`config.mk`:
```
export PLATFORM = sky130hd
export DESIGN_NAME = mem_port_arbiter
export DESIGN_NICKNAME = d
export VERILOG_FILES = /design/src/rtl/mem_arb_pkg.sv /design/src/rtl/mem_arb_rr.sv /design/src/rtl/mem_port_arbiter.sv
export SDC_FILE = /design/constraint.sdc
export NUM_CORES = 1
export LEC_CHECK = 0
export CORE_AREA = 2 2 148 150
export CTS_BUF_LIST = sky130_fd_sc_hd__clkbuf_4
export CTS_CLUSTER_SIZE = 24
export DETAILED_ROUTE_END_ITERATION = 8
export DIE_AREA = 0 0 150 152
export MAX_ROUTING_LAYER = met4
export PLACE_DENSITY = 0.81
export SLEW_MARGIN = 25
export SYNTH_ARGS = -nofsm -noshare
export SYNTH_HDL_FRONTEND = slang
export SYNTH_SLANG_ARGS = --single-unit
```
`constraint.sdc`:
```
create_clock -name clk -period 2.25 [get_ports clk]
set_input_delay 0.5625 -clock clk [delete_from_list [all_inputs] [get_ports clk]]
set_output_delay 0.5625 -clock clk [all_outputs]
set_load 0.01 [all_outputs]
```
`src/rtl/mem_arb_pkg.sv`:
```
// Shared types and default widths for the I/D memory port arbiter.
package mem_arb_pkg;
  localparam int ADDR_W = 16;
  localparam int LINE_W = 64;

  typedef enum logic [1:0] {ARB_IDLE, ARB_BUSY, ARB_RESP} arb_state_t;
  typedef enum logic {OWN_I, OWN_D} arb_owner_t;
endpackage

```
`src/rtl/mem_arb_rr.sv`:
```
// Two-way round-robin picker: a tie goes to whichever side was not served last.
module mem_arb_rr
  import mem_arb_pkg::*;
(
  input  logic       i_req,
  input  logic       d_req,
  input  arb_owner_t last_owner,
  output logic       grant_valid,
  output arb_owner_t grant_owner
);
  always_comb begin
    grant_valid = i_req | d_req;
    grant_owner = OWN_I;
    if (i_req && d_req) grant_owner = (last_owner == OWN_I) ? OWN_D : OWN_I;
    else if (d_req)     grant_owner = OWN_D;
  end
endmodule

```
`src/rtl/mem_port_arbiter.sv`:
```
// Shares one memory port between I-cache refill and D-cache fill/writeback,
// one transaction in flight, with a per-transaction timeout and sticky error.
module mem_port_arbiter #(
  parameter int ADDR_W      = mem_arb_pkg::ADDR_W,
  parameter int LINE_W      = mem_arb_pkg::LINE_W,
  parameter int TIMEOUT_CYC = 255
) (
  input  logic              clk,
  input  logic              rst_n,
  input  logic              i_req,
  input  logic [ADDR_W-1:0] i_addr,
  output logic [LINE_W-1:0] i_rdata,
  output logic              i_ready,
  input  logic              d_req,
  input  logic              d_we,
  input  logic [ADDR_W-1:0] d_addr,
  input  logic [LINE_W-1:0] d_wdata,
  output logic [LINE_W-1:0] d_rdata,
  output logic              d_ready,
  output logic              mem_req,
  output logic              mem_we,
  output logic [ADDR_W-1:0] mem_addr,
  output logic [LINE_W-1:0] mem_wdata,
  input  logic [LINE_W-1:0] mem_rdata,
  input  logic              mem_ready,
  output logic              arb_err
);
  import mem_arb_pkg::*;

  localparam int TW = $clog2(TIMEOUT_CYC);

  arb_state_t        state;
  arb_owner_t        owner, last_owner, grant_owner;
  logic              grant_valid;
  logic [TW-1:0]     timer;
  logic              timeout;
  logic [LINE_W-1:0] cap_line;

  mem_arb_rr u_rr (
    .i_req       (i_req),
    .d_req       (d_req),
    .last_owner  (last_owner),
    .grant_valid (grant_valid),
    .grant_owner (grant_owner)
  );

  assign timeout  = (timer == TW'(TIMEOUT_CYC - 1));
  // Writes and aborts hand back an all-zero line.
  assign cap_line = (mem_ready && !mem_we) ? mem_rdata : '0;

  assign i_ready = (state == ARB_RESP) && (owner == OWN_I);
  assign d_ready = (state == ARB_RESP) && (owner == OWN_D);

  always_ff @(posedge clk or negedge rst_n) begin
    if (!rst_n) begin
      state      <= ARB_IDLE;
      owner      <= OWN_I;
      last_owner <= OWN_I;
      timer      <= '0;
      arb_err    <= 1'b0;
      mem_req    <= 1'b0;
      mem_we     <= 1'b0;
      mem_addr   <= '0;
      mem_wdata  <= '0;
      i_rdata    <= '0;
      d_rdata    <= '0;
    end else begin
      case (state)
        ARB_IDLE: if (grant_valid) begin
          owner      <= grant_owner;
          last_owner <= grant_owner;
          timer      <= '0;
          mem_req    <= 1'b1;
          state      <= ARB_BUSY;
          if (grant_owner == OWN_D) begin
            mem_we    <= d_we;
            mem_addr  <= d_addr;
            mem_wdata <= d_wdata;
          end else begin
            mem_we    <= 1'b0;
            mem_addr  <= i_addr;
            mem_wdata <= '0;
          end
        end
        ARB_BUSY: begin
          // A completion arriving on the timeout cycle takes priority over the abort.
          if (mem_ready || timeout) begin
            mem_req <= 1'b0;
            state   <= ARB_RESP;
            if (!mem_ready) arb_err <= 1'b1;
            if (owner == OWN_I) i_rdata <= cap_line;
            else                d_rdata <= cap_line;
          end else begin
            timer <= timer + 1'b1;
          end
        end
        ARB_RESP: state <= ARB_IDLE;
        default:  state <= ARB_IDLE;
      endcase
    end
  end
endmodule

```
==> run summary <==
run status -> finished, final reports clean
met2 Resource Use GR -> 36.6%
Slowest-stage cell, CP -> clkdlybuf4s50_1
Synth top area share -> 65.7%
final setup violating endpoints -> 0
syn_nets -> 752
RSZ-0062 raised after global routing -> true
initial core utilization -> 39.6%
GRT Residual Overflow -> 0
Pins Over Slew Limit -> 0
sequential fraction of the synthesis area -> 65.7%
pin count of the biggest net entering global routing -> 79
Max Clk Rate -> 0.467 GHz
WL per Instance -> 19.5 µm
Worst-path clk slew -> 0.07 ns
fin worst setup slack -> 0.107 ns
r2r setup slk -> 0.38 ns
period utilization -> 95.3%
final non-filler cell total -> 1,303
post-synthesis area per instance -> 14.5 µm²
total CTS buffers -> 55
Arrival @ worst endpoint -> 1.58 ns
share of synthesized registers carrying an async set or reset -> 100%
Die X -> 150 µm
Synth Instances -> 584
clock tree buffer depth -> 3
Syn. warnings -> 0
busiest grt layer -> met2
dpl cell area -> 12,500 µm²
hold crit path type -> input pin to register
dpl cells -> 1,200
Max Clock Skew -> 0.0347 ns
Fin. Hold Viols -> 0
Worst Path Buf+Inv -> 1
TritonCTS clock tree -> yes
final setup TNS -> 0 ns
CP Max Fanout -> 2
CTS sink cnt -> 222
# nets final -> 1,148
post-route cell area -> 13,200 µm²
met1 Use GR -> 26.6%
most frequent cell after synthesis -> dfrtp_1
port bufs -> 378
placer congestion estimate -> 0.800
DR DRC count -> 0
Via Count -> 7,057
Slew Limit Headroom -> 46.7%
leakage -> 0.00570 µW
full die area -> 22,800 µm²
Site Rows -> 54
max cap viols -> 0
chip height -> 152 µm
area grow syn2layout -> 56.6%
crit-path cells -> clkdlybuf4s50_1
worst vdd ir -> 0.663 mV
Crit Path Class -> register to primary output
Final Critical Period -> 2.14 ns
area leader, netlist -> dfrtp_1
CTS root buffer -> clkbuf_4
Top FF cell, synth -> dfrtp_1
ant diodes -> 0
Critical Path RT -> 1.69 ns
GRT met3 Usage -> 5.44%
CP Capture Type -> primary output
DP Wirelength -> 17,300 µm
Total GRT Usage -> 22.4%
synthesized area -> 8450 µm²
DP Worst Slack -> 0.193 ns
EDFF count, synth -> 0
CTS H-tree depth -> 2
Post-synth top cells -> dfrtp_1 (222), a32o_1 (128), a22o_1 (65), buf_2 (26), nand2_1 (21)
worst slew pin tran -> 0.799 ns
# fillers -> 1,665
Synth area leaders -> dfrtp_1 (66%), a32o_1 (15%), a22o_1 (6.7%)
first-pass GRT wire length -> 39,500 µm
CP delay by family, top -> buffers and inverters
Starting DRT DRC Count -> 333
WL final -> 25,400 µm
worst reg-to-reg path cell count -> 6
Worst Hold Slack -> 0.326 ns
CP peak stage delay -> 0.61 ns
vias in the first global route -> 7,369
via-per-instance ratio -> 5.42
latest clock arrival within the worst-skew pair -> 0.64 ns
Critical Path Stages -> 1
area of the core region -> 21,400 µm²
share of layout cells above drive strength 1 -> 11.7%
# IOs -> 379
crit path launch type -> register
initial antenna violation count -> 0
flops & latches, synth -> 222
Pre-antenna DRT Iters -> 5
ANT nets after route -> 0
post-synth cell types -> 40
PD cells -> 1370 nW/µm²
WHS Path Cells -> 3
==> power by group <==
part	internal, µW	switching (µW)	total [µW]
clock	1640	1560	3190
sequential	5750	1020	6760
combinational	4710	3460	8170
total	12100	6040	18100
==> flip-flops by register name, summed over array words and instances (netlist names) <==
register    flops
mem_wdata      64
mem_req         1
mem_addr       16
arb_err         1
d_rdata        64
i_rdata        64
last_owner      1
timer           8
state           2
mem_we          1
==> area by class of cell <==
class,instances,area (µm²),share of cell area [%]
Clock buffer,80,601,4.54
Clock inverter,20,78.8,0.595
Inverter,3,11.3,0.0850
Multi-Input combinational cell,297,2570,19.4
Sequential cell,222,5560,42.0
Tap cell,280,350,2.65
Timing Repair Buffer,401,4070,30.7
==> timing repair <==
| item | 4_1_cts | 5_1_grt |
|---|---|---|
| setup endpoints to repair | 3 | 2 |
| setup buffers | 2 | 0 |
| endpoints found under the hold margin | 44 | 0 |
| hold buffers | 1 | 0 |
| gates resized for setup | 9 | 1 |
==> layer usage <==
layer	share of wire, %	vias up
met5	0	-
met4	3.3	0
met3	8.3	56
met2	50	351
met1	38	3488
li1	-	3162
==> kinds of logic (layout without fill, tap and decap cells) <==
family                     Yosys count  count (layout)  share of synthesized area, %
buffers and inverters               65             504                          4.16
DFF                                222             222                          65.7
muxes                               16              16                          1.89
adders and majority gates            2               2                         0.296
and+or+nand+nor                     51              51                          3.36
AOI/OAI and AO/OA                  228             228                          24.6
==> through the flow <==
stage	total power, µW	util (%)
after floorplan	10200	-
after global placement	14800	58.7
after detailed placement	15000	58.7
after CTS	18300	62.0
after global routing	19200	62.0
final	18100	62.0
==> cells in the final DEF, fill, tap and decap left out, types with 3 or more instances in the layout <==
cell type and instances:
clkdlybuf4s50_1 373, nor2_1 3, o21ai_0 20, mux2i_1 16, inv_1 3, buf_4 14, dfrtp_1 220, buf_12 9
a22o_1 65, clkinv_1 17, nand2_1 21, nand3_1 7, nor3_1 3, a21o_1 3, clkbuf_4 80, clkinv_2 3
a32o_1 128
==> path summary, 6_finish.rpt <==
kind / startpoint / endpoint
max: mem_wdata[8]$_DFFE_PN0P_ / mem_wdata[8]
min: mem_ready / arb_err$_DFFE_PN0P_
max reg2reg: timer[0]$_DFFE_PN0P_ / timer[4]$_DFFE_PN0P_
min reg2reg: arb_err$_DFFE_PN0P_ / arb_err$_DFFE_PN0P_
max in group asynchronous: rst_n / i_rdata[18]$_DFFE_PN0P_
min in group asynchronous: rst_n / d_rdata[30]$_DFFE_PN0P_
Note: power is estimated with default switching activity, not from simulation.
